File: src/rtl/mem_arb_pkg.sv
// Shared types for the unified memory arbiter: FSM states and response owner.
package mem_arb_pkg;

  typedef enum logic {
    ARB_IDLE = 1'b0,
    ARB_WAIT = 1'b1
  } arb_state_e;

  typedef enum logic [1:0] {
    OWN_NONE = 2'd0,
    OWN_IF   = 2'd1,
    OWN_D    = 2'd2
  } arb_owner_e;

endpackage

File: src/rtl/unified_mem_arbiter_pick.sv
// Combinational winner pick: data first, fetch forced when the starvation guard trips.
module mem_arb_pick (
  input  logic if_req,
  input  logic d_req,
  input  logic can_grant,
  input  logic starve_hit,
  output logic if_pick,
  output logic d_pick
);

  assign if_pick = can_grant & if_req & (~d_req | starve_hit);
  assign d_pick  = can_grant & d_req & ~(if_req & starve_hit);

endmodule

File: src/rtl/unified_mem_arbiter.sv
// Single-ported unified memory shared by fetch (read-only) and data (read/write);
// one access in flight, fixed latency, response routed to the registered owner.
module unified_mem_arbiter
  import mem_arb_pkg::*;
#(
  parameter int ADDR_W     = 64,
  parameter int DATA_W     = 64,
  parameter int MEM_LAT    = 2,
  parameter int STARVE_MAX = 4
) (
  input  logic              clk,
  input  logic              reset,
  input  logic              if_req,
  input  logic [ADDR_W-1:0] if_addr,
  output logic              if_gnt,
  output logic              if_rvalid,
  output logic [DATA_W-1:0] if_rdata,
  input  logic              d_req,
  input  logic              d_we,
  input  logic [ADDR_W-1:0] d_addr,
  input  logic [DATA_W-1:0] d_wdata,
  output logic              d_gnt,
  output logic              d_rvalid,
  output logic [DATA_W-1:0] d_rdata,
  output logic              mem_en,
  output logic              mem_we,
  output logic [ADDR_W-1:0] mem_addr,
  output logic [DATA_W-1:0] mem_wdata,
  input  logic [DATA_W-1:0] mem_rdata,
  output logic              busy
);

  localparam int CNT_W = (MEM_LAT > 1) ? $clog2(MEM_LAT) : 1;
  localparam int SC_W  = $clog2(STARVE_MAX + 1);

  arb_state_e       state_q, state_d;
  arb_owner_e       owner_q, owner_d;
  logic             we_q, we_d;
  logic [CNT_W-1:0] cnt_q, cnt_d;
  logic [SC_W-1:0]  starve_q, starve_d;

  logic resp, can_grant, starve_hit, if_pick, d_pick;

  // Reset is folded into the grant/response qualifiers so every output is quiet while held.
  assign resp       = reset & (state_q == ARB_WAIT) & (cnt_q == '0);
  assign can_grant  = reset & ((state_q == ARB_IDLE) | resp);
  assign starve_hit = (starve_q == SC_W'(STARVE_MAX));

  mem_arb_pick u_pick (
    .if_req    (if_req),
    .d_req     (d_req),
    .can_grant (can_grant),
    .starve_hit(starve_hit),
    .if_pick   (if_pick),
    .d_pick    (d_pick)
  );

  assign if_gnt    = if_pick;
  assign d_gnt     = d_pick;
  assign mem_en    = if_pick | d_pick;
  assign mem_we    = d_pick & d_we;
  assign mem_addr  = d_pick ? d_addr : (if_pick ? if_addr : '0);
  assign mem_wdata = (d_pick & d_we) ? d_wdata : '0;

  assign if_rvalid = resp & (owner_q == OWN_IF);
  assign d_rvalid  = resp & (owner_q == OWN_D);
  assign if_rdata  = if_rvalid ? mem_rdata : '0;
  assign d_rdata   = (d_rvalid & ~we_q) ? mem_rdata : '0;
  assign busy      = reset & (state_q == ARB_WAIT);

  always_comb begin
    state_d  = state_q;
    owner_d  = owner_q;
    we_d     = we_q;
    cnt_d    = cnt_q;
    starve_d = starve_q;

    if (if_pick | d_pick) begin
      state_d = ARB_WAIT;
      owner_d = d_pick ? OWN_D : OWN_IF;
      we_d    = d_pick & d_we;
      cnt_d   = CNT_W'(MEM_LAT - 1);
    end else if (resp) begin
      state_d = ARB_IDLE;
      owner_d = OWN_NONE;
      we_d    = 1'b0;
    end else if (state_q == ARB_WAIT) begin
      cnt_d = cnt_q - 1'b1;
    end

    // Count data wins only while fetch is actually waiting.
    if (!if_req || if_pick)
      starve_d = '0;
    else if (d_pick && !starve_hit)
      starve_d = starve_q + 1'b1;
  end

  always_ff @(posedge clk) begin
    if (!reset) begin
      state_q  <= ARB_IDLE;
      owner_q  <= OWN_NONE;
      we_q     <= 1'b0;
      cnt_q    <= '0;
      starve_q <= '0;
    end else begin
      state_q  <= state_d;
      owner_q  <= owner_d;
      we_q     <= we_d;
      cnt_q    <= cnt_d;
      starve_q <= starve_d;
    end
  end

endmodule

File: config.mk
export PLATFORM = sky130hd
export DESIGN_NAME = unified_mem_arbiter
export DESIGN_NICKNAME = d
export VERILOG_FILES = /design/src/rtl/mem_arb_pkg.sv /design/src/rtl/unified_mem_arbiter_pick.sv /design/src/rtl/unified_mem_arbiter.sv
export SDC_FILE = /design/constraint.sdc
export NUM_CORES = 1
export LEC_CHECK = 0
export CAP_MARGIN = 25
export CORE_AREA = 5 5 203 205
export CTS_CLUSTER_DIAMETER = 80
export DETAILED_ROUTE_END_ITERATION = 12
export DIE_AREA = 0 0 208 210
export DONT_BUFFER_PORTS = 1
export PLACE_DENSITY = 0.3
export SYNTH_ARGS = -nofsm -noshare
export SYNTH_HDL_FRONTEND = slang
export SYNTH_SLANG_ARGS = --single-unit
File: constraint.sdc
create_clock -name clk -period 4.6 [get_ports clk]
set_clock_uncertainty 0.2 [all_clocks]
set_input_delay 0.92 -clock clk [delete_from_list [all_inputs] [get_ports clk]]
set_output_delay 0.92 -clock clk [all_outputs]
set_load 0.05 [all_outputs]
; ---- Word-level counts from Yosys, hierarchy flattened
; Index checks and enable logic that the tools add are counted.
; Widths: inputs -> output; s select.
[word_totals]
in_bits = 261
regBits = 8
elab_cells = 54
output_inout_bits = 263
[classes]
n_mux = 14
n_reduce_logical = 8
bitwise_logic = 21
n_addsub = 2
eq_ne = 4
[op_table]
columns = operator, count
row1 = $mux 64, 5
row2 = $and 1x1->1, 12
row3 = $mux 1, 6
row4 = $mux 2, 3
row5 = $not 1->1, 6
row6 = $reduce_bool 2->1, 2
row7 = $add 3x1->3 const B, 1
row8 = $eq 3x3->1 const B, 1
row9 = $or 1x1->1, 3
row10 = $eq 2x1->1 const B, 1
row11 = $eq 2x2->1 const B, 1
row12 = $logic_not 1->1, 2
row13 = $ne 2x2->1 const B, 1
row14 = $reduce_and 2->1, 1
row15 = $reduce_or 2->1, 1
row16 = $logic_and 1x1->1, 1
row17 = $logic_or 1x1->1, 1
row18 = $sub 1x1->1 const B, 1

; ---- Depth between registers and ports, before layout
[logic_depth]
ltp_word = 9
depth_mapped = 7
mapped_depth_nobuf = 5

; ---- Hierarchy
; A second synthesis with hierarchy kept.
[hier_totals]
cells_unflattened = 348
hier_area_um2 = 2381.0
[modules_own_cells]
columns = module, seq_area_each_um2, area_each_um2, instances, cells_per_inst
row1 = unified_mem_arbiter, 160.2, 2359.8, 1, 343
row2 = mem_arb_pick, 0.0, 21.3, 1, 5

; ---- Least setup slack after synthesis
; No wires, ideal clock.
[synth_timing]
path_kind = in2out
start = input port if_req
end = output port mem_addr[54]
t_arrival_ps = 2529
stages = 6
required_time_ps = 3480
path_buffers = 3
slack_ps = 951
path_cell_list = buf_2 -> nand3_1 -> buf_2 -> buf_1 -> nand3_1 -> a21oi_1
[synth_between]
elab_chain_len = 4
elab_cells_between_ends = 7
cone_classes = mux: 2 / bitwise: 5
[synth_rtl]
columns = item, line_no
row1 = "start, declared", unified_mem_arbiter.sv:13  ; input logic if_req,
row2 = $and 1x1->1 (on tied branches), "unified_mem_arbiter_pick.sv:11, unified_mem_arbiter_pick.sv:12"
row3 = $and 1x1->1 / $not 1->1 (equally long branches), "unified_mem_arbiter_pick.sv:11, unified_mem_arbiter_pick.sv:12"
row4 = $mux 64 / $and 1x1->1 (equally long branches), "unified_mem_arbiter.sv:62, unified_mem_arbiter_pick.sv:12"
row5 = $mux 64 *, unified_mem_arbiter.sv:62  ; assign mem_addr = d_pick ? d_addr : (if_pick ? if_addr : '0);
row6 = "end, declared", unified_mem_arbiter.sv:27  ; output logic [ADDR_W-1:0] mem_addr,
; Mark *: on every way between the ends. The rest lies on a longest branch, timed or not.

; ---- Final worst setup path
[layout_timing]
start = input port reset
end = output port mem_wdata[31]
[layout_between]
elab_chain_len = 8
[layout_rtl]
columns = item, line_no
row1 = "start, declared", unified_mem_arbiter.sv:12  ; input logic reset,
row2 = $and 1x1->1 (2 in a row), unified_mem_arbiter.sv:45  ; assign resp = reset & (state_q == ARB_WAIT) & (cnt_q == '0);
row3 = $or 1x1->1, unified_mem_arbiter.sv:46  ; assign can_grant = reset & ((state_q == ARB_IDLE) | resp);
row4 = $and 1x1->1 *, unified_mem_arbiter.sv:46
row5 = $and 1x1->1 * (2 in a row), unified_mem_arbiter_pick.sv:12  ; assign d_pick = can_grant & d_req & ~(if_req & starve_hit);
row6 = $and 1x1->1 *, --
row7 = via mem_we, unified_mem_arbiter.sv:26  ; output logic mem_we,
row8 = $mux 64 *, unified_mem_arbiter.sv:63  ; assign mem_wdata = (d_pick & d_we) ? d_wdata : '0;
row9 = "end, declared", unified_mem_arbiter.sv:28  ; output logic [DATA_W-1:0] mem_wdata,
; Mark *: on every way through the listed nets, which the timed path passes. The rest lies on a longest branch.

==> metrics <==
Final Hold Viols 0; DR vias/cell 3.675; crit start category input port; Crit Path Class input port to output pin; post-synth top area cell and2_1; Initial Utilization 7.486%; Max clock buf depth 2; Root Buffer clkbuf_16; floorplan core area 39280 µm²; starting DRC count in detailed routing 136; post-synth top area share 41.06%; Ys Warns 0; Cells after Synth 498; Lkg Pwr 1.489 nW; EDFF count, synth 0; Placed Cells 1038; routed len/inst 18.89 µm; Post-CTS Resized 0; Mapped Nets 761; total track usage 7.964%; RSZ-0062 raised after global routing false; status complete, no violations; CTS sink cnt 8; sum of negative setup slack 0 ns; Net Switching 0.0003600 W; Avg Cell Area, Syn 5.904 µm²; clock power share 22.9%; Syn Std Cell Area 2940 µm²; CP endpoint kind output pin; overall power 0.0006427 W; Max Fclk 279.9 MHz; Slew HR 58.94%; max-cap violations 0; Arr. time, crit path 2.45 ns; Reg power frac 12.4%; clock latency on the worst-skew pair 0.23 ns; Comb power frac 64.7%; Critical Path Start reset; Vias 3899; worst hold path type register to register; # fillers 4594; vias in the first global route 3848; Rows 73; Routability Congestion 0.7426; Power Density 158.5 nW/µm²; dpl hpwl 17.05 mm; Post-CTS Setup Bufs 0; Finished Layout Cells 1061; DR pass1 iterations 6; nets 782; r2r startpoint starve_q[0]; Hold Startpoint starve_q[1]; Required @ worst endpoint 3.48 ns; main area contributors after synthesis and2_1 41%, nand3_1 22%, a21oi_1 11%, dfxtp_1 5.4%, clkbuf_1 2.9%; first-pass GRT wire length 26.37 mm; ys flop type dfxtp_1; antenna-violating nets left 0; largest net degree at the start of global routing 77; H-tree depth 1; Async SR Flop Fraction 0%; initial antenna violation count 20; final setup fails 0; final slew viol count 0; Pint 0.0002827 W; clk slew on worst S/H paths 0.04 ns; total gr overflow 0; fin crit share 77.68%; Net Sw Frac 56.01%; actual slew at the worst max-slew pin 0.6201 ns; Max Fanout on Critical Path 66; chip height 210 µm; post-route cell area 4054 µm²; die area 43680 µm²; total CTS buffers 3; post-synthesis register bit count 8; I/O Buffers 0; io pins 524; Max VDD drop 84.73 µV; Area after DPL 3920 µm²; total wire length 20.05 mm; synth unique cells 32; fin crit period 3.573 ns; P&R area growth vs syn 37.87%; share of cells above drive strength 1 17.02%; drc violations 0; Hold Buf Count CTS 0; DIE WIDTH 208 µm; post-synthesis sequential area ratio 5.447%; TritonCTS clock tree built
## synthesized netlist by cell type (3+ instances only)
cell and number:
clkbuf_1 23, dfxtp_1 8, nand4_1 3, nor2_1 4, inv_1 5, nand3_1 130, buf_1 7, buf_2 12
a21oi_1 67, clkbuf_2 12, buf_6 5, and2_1 193, nand2_1 4
## cells in the final DEF, fill, tap and decap left out, types with 3 or more instances in the layout
cell type,n
and2_1,193
nand3_1,129
buf_4,71
a21oi_1,67
diode_2,19
dfxtp_1,8
inv_1,5
nor2_1,4
nand2_1,4
nand4_1,3
clkbuf_16,3
buf_12,3
## path summary, 6_finish.rpt
kind,endpoint,slack (ns),cells past startpoint
max,mem_wdata[31],1.03,3
min,starve_q[1],0.29,2
max reg2reg,owner_q[0],2.31,6
min reg2reg,starve_q[1],0.29,2
## sequential cells by signal, indices dropped and copies added (netlist names)
name	count
cnt_q	1
owner_q	2
starve_q	3
state_q	1
we_q	1
## metal layers
metal / GRT usage [%] / vias to the layer above / wire length (µm) / share of wire (%)
met5: 0 / - / 81 / 0.40
met4: 3.692 / 12 / 585 / 2.9
met3: 3.557 / 36 / 2119 / 11
met2: 14.45 / 311 / 10480 / 52
met1: 7.812 / 1807 / 6776 / 34
li1: - / 1733 / - / -
## critical path, stage by stage
cell and delay (ns):
a21boi_4 0.27, and4_4 0.67, and2_1 0.56
## power groups by stage
| stage | clock network (W) | logic, W | registers, W |
|---|---|---|---|
| after floorplan | 0 | 0.000350 | 0.0000769 |
| after global placement | 0 | 0.000419 | 0.0000811 |
| after detailed placement | 0 | 0.000418 | 0.0000810 |
| after CTS | 0.000151 | 0.000419 | 0.0000799 |
| after global routing | 0.000155 | 0.000437 | 0.0000808 |
| final | 0.000147 | 0.000416 | 0.0000799 |
## kinds of logic (layout without fill, tap and decap cells)
kind of cell,Yosys count,count (layout),synth area share [%]
flip-flops,8,8,5.447
other,0,19,0
AO/OA/AOI/OAI,80,80,15.36
AND/OR/NAND/NOR,344,344,67.87
adder cells (fa/ha/maj),2,2,0.8509
buffers and inverters,64,83,10.47
## final cells by class
cell class,count,area (µm²),share of cell area (%)
sequential,8,160.2,3.951
antenna,19,47.55,1.173
inverter,5,18.77,0.4630
multi-input combinational,426,2491,61.45
timing repair buffer,75,604.3,14.91
tap,525,656.9,16.20
clock buffer,3,75.07,1.852
## per-stage QoR
step | hold slack (ns) | setup WS, ns | util, %
finish | 0.2928 | 1.027 | 10.32
detailed placement | 0.2865 | 1.041 | 9.981
global route | 0.3008 | 0.9056 | 10.28
floorplan | 0.2581 | 0.9515 | -
global placement | 0.2865 | 1.063 | 9.981
CTS | 0.2917 | 1.041 | 10.17
(Power assumes the default switching activity.)
